## config.mk

```make
export PLATFORM = sky130hd
export DESIGN_NAME = wave_gen
export DESIGN_NICKNAME = d
export VERILOG_FILES = /design/src/rtl/wave_gen.sv
export SDC_FILE = /design/constraint.sdc
export NUM_CORES = 1
export LEC_CHECK = 0
export CAP_MARGIN = 5
export CORE_UTILIZATION = 65
export CTS_BUF_LIST = sky130_fd_sc_hd__clkbuf_4 sky130_fd_sc_hd__clkbuf_8
export DETAILED_ROUTE_END_ITERATION = 8
export PLACE_DENSITY_LB_ADDON = 0.12
export SETUP_SLACK_MARGIN = 0.2
export SYNTH_ARGS = -nofsm -noshare
export SYNTH_HDL_FRONTEND = slang
export SYNTH_SLANG_ARGS = --single-unit
```

## constraint.sdc

```tcl
create_clock -name clk -period 4.7 [get_ports clk]
set_input_delay 0.47 -clock clk [delete_from_list [all_inputs] [get_ports clk]]
set_output_delay 0.47 -clock clk [all_outputs]
set_load 0.01 [all_outputs]
```

## src/rtl/wave_gen.sv

```systemverilog
// wave_gen: turns a 7-bit oscillator phase into an 8-bit waveform sample.
// The waveform is sine (from a quarter-wave table), square, saw or triangle.
// The pipeline has three stages and a fixed latency of three clocks.
// Waveform changes take effect only at a phase wrap, so a period is never cut.
module wave_gen #(
  parameter int SQ_AMP     = 127,
  parameter int OUT_OFFSET = 0
) (
  input  logic       clk,
  input  logic       rst_n,
  input  logic [6:0] phase,
  input  logic       phase_dv,
  input  logic [1:0] wave_sel,
  output logic [7:0] sample,
  output logic       sample_dv
);

  typedef enum logic [1:0] {
    WAVE_SINE   = 2'd0,
    WAVE_SQUARE = 2'd1,
    WAVE_SAW    = 2'd2,
    WAVE_TRI    = 2'd3
  } wave_e;

  localparam logic [7:0] SQ_POS   = 8'(SQ_AMP);
  localparam logic [7:0] SQ_NEG   = 8'(-SQ_AMP);
  localparam logic [7:0] OUT_FLIP = (OUT_OFFSET != 0) ? 8'h80 : 8'h00;

  // Quarter sine, Q[i] = round(127*sin(2*pi*(i+0.5)/128)).
  function automatic logic [7:0] quarter_sine(input logic [4:0] a);
    logic [7:0] q;
    q = 8'd0;
    case (a)
      5'd0:  q = 8'd3;    5'd1:  q = 8'd9;    5'd2:  q = 8'd16;   5'd3:  q = 8'd22;
      5'd4:  q = 8'd28;   5'd5:  q = 8'd34;   5'd6:  q = 8'd40;   5'd7:  q = 8'd46;
      5'd8:  q = 8'd51;   5'd9:  q = 8'd57;   5'd10: q = 8'd63;   5'd11: q = 8'd68;
      5'd12: q = 8'd73;   5'd13: q = 8'd78;   5'd14: q = 8'd83;   5'd15: q = 8'd88;
      5'd16: q = 8'd92;   5'd17: q = 8'd96;   5'd18: q = 8'd100;  5'd19: q = 8'd104;
      5'd20: q = 8'd107;  5'd21: q = 8'd111;  5'd22: q = 8'd113;  5'd23: q = 8'd116;
      5'd24: q = 8'd118;  5'd25: q = 8'd121;  5'd26: q = 8'd122;  5'd27: q = 8'd124;
      5'd28: q = 8'd125;  5'd29: q = 8'd126;  5'd30: q = 8'd127;  5'd31: q = 8'd127;
      default: q = 8'd0;
    endcase
    return q;
  endfunction

  // Wrap tracking and the active waveform.
  wave_e      wave_act;
  logic [6:0] last_phase;
  logic       first;

  // Pipeline registers.
  logic       s1_valid, s2_valid;
  logic [6:0] s1_phase, s2_phase;
  wave_e      s1_wave, s2_wave;
  logic [4:0] s1_addr;
  logic [7:0] s2_rom;

  // Stage-0 decode: wrap detection and quarter-table address folding.
  logic       wrap;
  wave_e      wave_next;
  logic [4:0] rom_addr;
  logic [5:0] tri_t;
  logic [7:0] wave_val;

  // Pick this sample's waveform and fold the phase into the quarter table.
  always_comb begin
    // NOTE: every always_comb output is given a value up front, so no path can leave it unassigned and infer a latch.
    wrap      = 1'b0;
    wave_next = wave_act;
    rom_addr  = phase[4:0];
    wrap      = first || (phase < last_phase);
    if (wrap) wave_next = wave_e'(wave_sel);
    if (phase[5]) rom_addr = 5'd31 - phase[4:0];
  end

  // Stage-3 value for the sample held in stage 2.
  always_comb begin
    wave_val = 8'd0;
    tri_t    = s2_phase[6] ? ~s2_phase[5:0] : s2_phase[5:0];
    unique case (s2_wave)
      WAVE_SINE:   wave_val = s2_phase[6] ? (8'd0 - s2_rom) : s2_rom;
      WAVE_SQUARE: wave_val = s2_phase[6] ? SQ_NEG : SQ_POS;
      WAVE_SAW:    wave_val = {s2_phase, 1'b0} - 8'd128;
      WAVE_TRI:    wave_val = {tri_t, 2'b00} - 8'd128;
      default:     wave_val = 8'd0;
    endcase
  end

  // Control state: wrap tracker, valid bits and the output register.
  always_ff @(posedge clk or negedge rst_n) begin
    // NOTE: sequential state uses non-blocking assignments so every register sees pre-edge values.
    if (!rst_n) begin
      wave_act   <= WAVE_SINE;
      last_phase <= 7'd0;
      first      <= 1'b1;
      s1_valid   <= 1'b0;
      s2_valid   <= 1'b0;
      sample     <= OUT_FLIP;
      sample_dv  <= 1'b0;
    end else begin
      s1_valid  <= phase_dv;
      s2_valid  <= s1_valid;
      sample_dv <= s2_valid;
      if (phase_dv) begin
        wave_act   <= wave_next;
        last_phase <= phase;
        first      <= 1'b0;
      end
      if (s2_valid) sample <= wave_val ^ OUT_FLIP;
    end
  end

  // Datapath registers, loaded only alongside a valid bit.
  always_ff @(posedge clk) begin
    // NOTE: table data and payload registers carry no reset; the valid bits gate their use.
    if (phase_dv) begin
      s1_phase <= phase;
      s1_wave  <= wave_next;
      s1_addr  <= rom_addr;
    end
    if (s1_valid) begin
      s2_phase <= s1_phase;
      s2_wave  <= s1_wave;
      s2_rom   <= quarter_sine(s1_addr);
    end
  end

endmodule

```

==> impl_metrics.py <==
metrics = {
    "run_status": {
        "status": "finished, final reports clean",
    },
    "logic_synthesis": {
        "synth-compound-area-share": 0.147,
        "avgSynthCellArea_um2": 10.9,
        "yosys.area.top_type": "edfxtp_1",
        "ys_types": 48,
        "ys_seq_area_frac": 0.530,
        "synth_top_area_frac": 0.335,
        "synth_warnings": 0,
        "synthMuxAreaShare": 0.0637,
        "netlist_area_um2": 2690,
        "synth-xor-area-share": 0.0293,
        "ys_ff_latch": 51,
        "synth_top_family_by_area": "compound AO/OA/AOI/OAI gates",
        "ys_top_cells_by_area": "edfxtp_1, dfrtp_1, ha_1",
        "synthAdderAreaFrac": 0.0651,
        "synth-simple-area-share": 0.111,
        "synth-edff-count": 30,
        "synth_ff_type": "edfxtp_1",
        "synth.net_count": 273,
        "netlist_instances": 247,
        "async_flop_share": 0.412,
    },
    "clock_network": {
        "h-tree-depth": 2,
        "clkLatencyLatePin_ns": 0.30,
        "cts_tree": "done",
        "cts_root_buffer": "clkbuf_8",
        "cts_setup_buffers": 0,
        "cts.sinks": 51,
        "clockBufferDepth": 2,
        "clk_pin_slew_ns": 0.10,
        "postCtsHoldBufs": 0,
        "cts_resized": 0,
        "cts_made_buffers": 5,
    },
    "flow_run": {
        "drv_cap": 0,
    },
    "worst_setup_path": {
        "critical-path-top-delay-family": "buffers and inverters",
        "crit_path_start_kind": "primary input",
        "cp.required_ns": 4.75,
        "crit_chain": "clkdlybuf4s50_1 -> ha_1 -> nand2_1 -> o21ai_0 -> a22o_1 -> mux2_2",
        "slowest_stage": "clkdlybuf4s50_1",
        "worstSetupPathType": "in -> reg",
        "critical_path.max_fanout": 8,
        "crit_buf_inv": 1,
        "cpPeakStageDelay_ns": 0.61,
        "critPathCaptureType": "flip-flop",
        "critPathArrivalTime_ns": 2.40,
    },
    "timing": {
        "worst_slew_pin_slew_ns": 1.13,
        "holdWs_ns": 0.411,
        "fin_skew_ns": 0.0108,
        "fmax_ghz": 0.425,
        "setup_viol_count_final": 0,
        "min_period_ns": 2.35,
        "final.period_utilization": 0.500,
        "slew_headroom": 0.245,
        "tns_ns": 0,
        "fin_ws_ns": 2.35,
        "final-hold-violation-count": 0,
        "final-max-slew-violation-count": 0,
        "rsz0062_at_grt": "no",
    },
    "place": {
        "routabilityCongestion": 0.853,
        "io_buffers": 20,
        "post-place-ws_ns": 2.09,
        "dpl.cell_count": 304,
        "dpl.hpwl_um": 3360,
        "dpl_cell_area_um2": 2900,
    },
    "floorplanning": {
        "core_um2": 4000,
        "io_pins": 21,
        "dieArea_um2": 4400,
        "initial_core_util": 0.673,
        "num_rows": 23,
        "die_y_um": 66.3,
        "die_x_um": 66.3,
    },
    "drt": {
        "drtIter0Drc": 146,
        "firstDrtPassIters": 4,
        "vias": 1862,
        "routed_wl_um": 4710,
        "drt-vias-per-instance": 5.97,
        "wire_per_inst_um": 15.1,
        "drcViolationCount": 0,
        "antenna_left": 0,
    },
    "finish": {
        "area_growth_pct": 10.9,
        "drive_above_1_share": 0.0687,
        "final_area_um2": 2990,
        "final_util": 0.746,
        "fin_cells": 312,
        "diodes": 0,
        "nFillCells": 278,
        "final_nets": 287,
    },
    "power": {
        "power_mw": 1.06,
        "leakagePower_nw": 1.20,
        "ir_worst_vdd_mv": 0.250,
        "powerDensity_nw_per_um2": 356,
    },
    "worst_hold_path": {
        "hp-class": "reg -> reg",
    },
    "global_route": {
        "grt_pass1_vias": 1764,
        "grt_max_degree": 33,
        "antenna_found_initial": 0,
        "grtUsageTotal": 0.248,
        "grt_pass1_wl_um": 8000,
        "grt_remaining_overflow": 0,
    },
}
-- flip-flops by register name, indices dropped and copies added (netlist names) --
signal / flops
s2_phase: 7
s2_wave: 2
last_phase: 7
s2_rom: 7
wave_act: 2
s1_addr: 5
sample: 8
s1_phase: 7
s2_valid: 1
s1_wave: 2
first: 1
sample_dv: 1
s1_valid: 1
-- path summary, 6_finish.rpt --
| path | from | endpoint | slack [ns] | cells after the start |
|---|---|---|---|---|
| worst max-delay path | phase[5] | s1_wave[1]$_DFFE_PP_ | 2.35 | 6 |
| worst min-delay path | s1_phase[2]$_DFFE_PP_ | s2_phase[2]$_DFFE_PP_ | 0.41 | 0 |
| worst max register to register | s1_addr[1]$_DFFE_PP_ | s2_rom[3]$_DFFE_PP_ | 2.64 | 5 |
| worst min register to register | s1_phase[2]$_DFFE_PP_ | s2_phase[2]$_DFFE_PP_ | 0.41 | 0 |
| max in group asynchronous | rst_n | last_phase[1]$_DFFE_PN0P_ | 3.39 | 1 |
| min in group asynchronous | rst_n | sample[4]$_DFFE_PN0P_ | 0.70 | 1 |
-- synth_stat cells (6+ instances only) --
master     n
a21oi_1   15
clkbuf_1   7
dfrtp_1   20
edfxtp_1  30
ha_1      14
inv_1     22
mux2i_1    7
nand2_1   19
nor2_1    13
nor2b_1   10
nor3_1     6
o21ai_0   19
-- layer usage --
layer  up-vias  track usage  routed length (um)
met5         -            0                   0
met4         0       0.0878                  70
met3         8       0.0552                 222
met2        60        0.423                2350
met1       882        0.308                2070
li1        912            -                   -
-- cells in the final DEF (no fill, tap or decap), drive strengths merged, types with 5 or more instances in the layout --
| cell | instances |
|---|---|
| inv | 23 |
| nor3 | 6 |
| clkbuf | 5 |
| nand2 | 19 |
| mux2 | 5 |
| edfxtp | 30 |
| clkdlybuf4s50 | 20 |
| dfrtp | 20 |
| o21ai | 19 |
| ha | 14 |
| nor2 | 13 |
| mux2i | 7 |
| xor2 | 5 |
| a21oi | 15 |
| nor2b | 10 |
-- where the power goes --
part	total, mW	switching (mW)	internal, mW
combinational	0.222	0.106	0.117
sequential	0.595	0.0574	0.538
clock	0.245	0.141	0.104
-- logic make-up (layout without fill, tap and decap cells) --
logic type | after synthesis | after routing
AOI/OAI and AO/OA | 62 | 62
and+or+nand+nor | 61 | 61
DFF | 51 | 51
buffers and inverters | 36 | 51
adders and majority gates | 14 | 14
muxes | 14 | 14
xor gates and xnor gates | 9 | 9
-- final cells by class --
class / count / area [um^2] / share of cell area
inverters: 23 / 86.3 / 0.0289
flip-flops and latches: 51 / 1430 / 0.478
well taps: 50 / 62.6 / 0.0210
clock buffers: 5 / 68.8 / 0.0231
clock inverters: 3 / 20.0 / 0.00671
repair buffers: 20 / 200 / 0.0671
multi-input cells: 160 / 1120 / 0.375
Note: power is estimated with default switching activity, not from simulation.
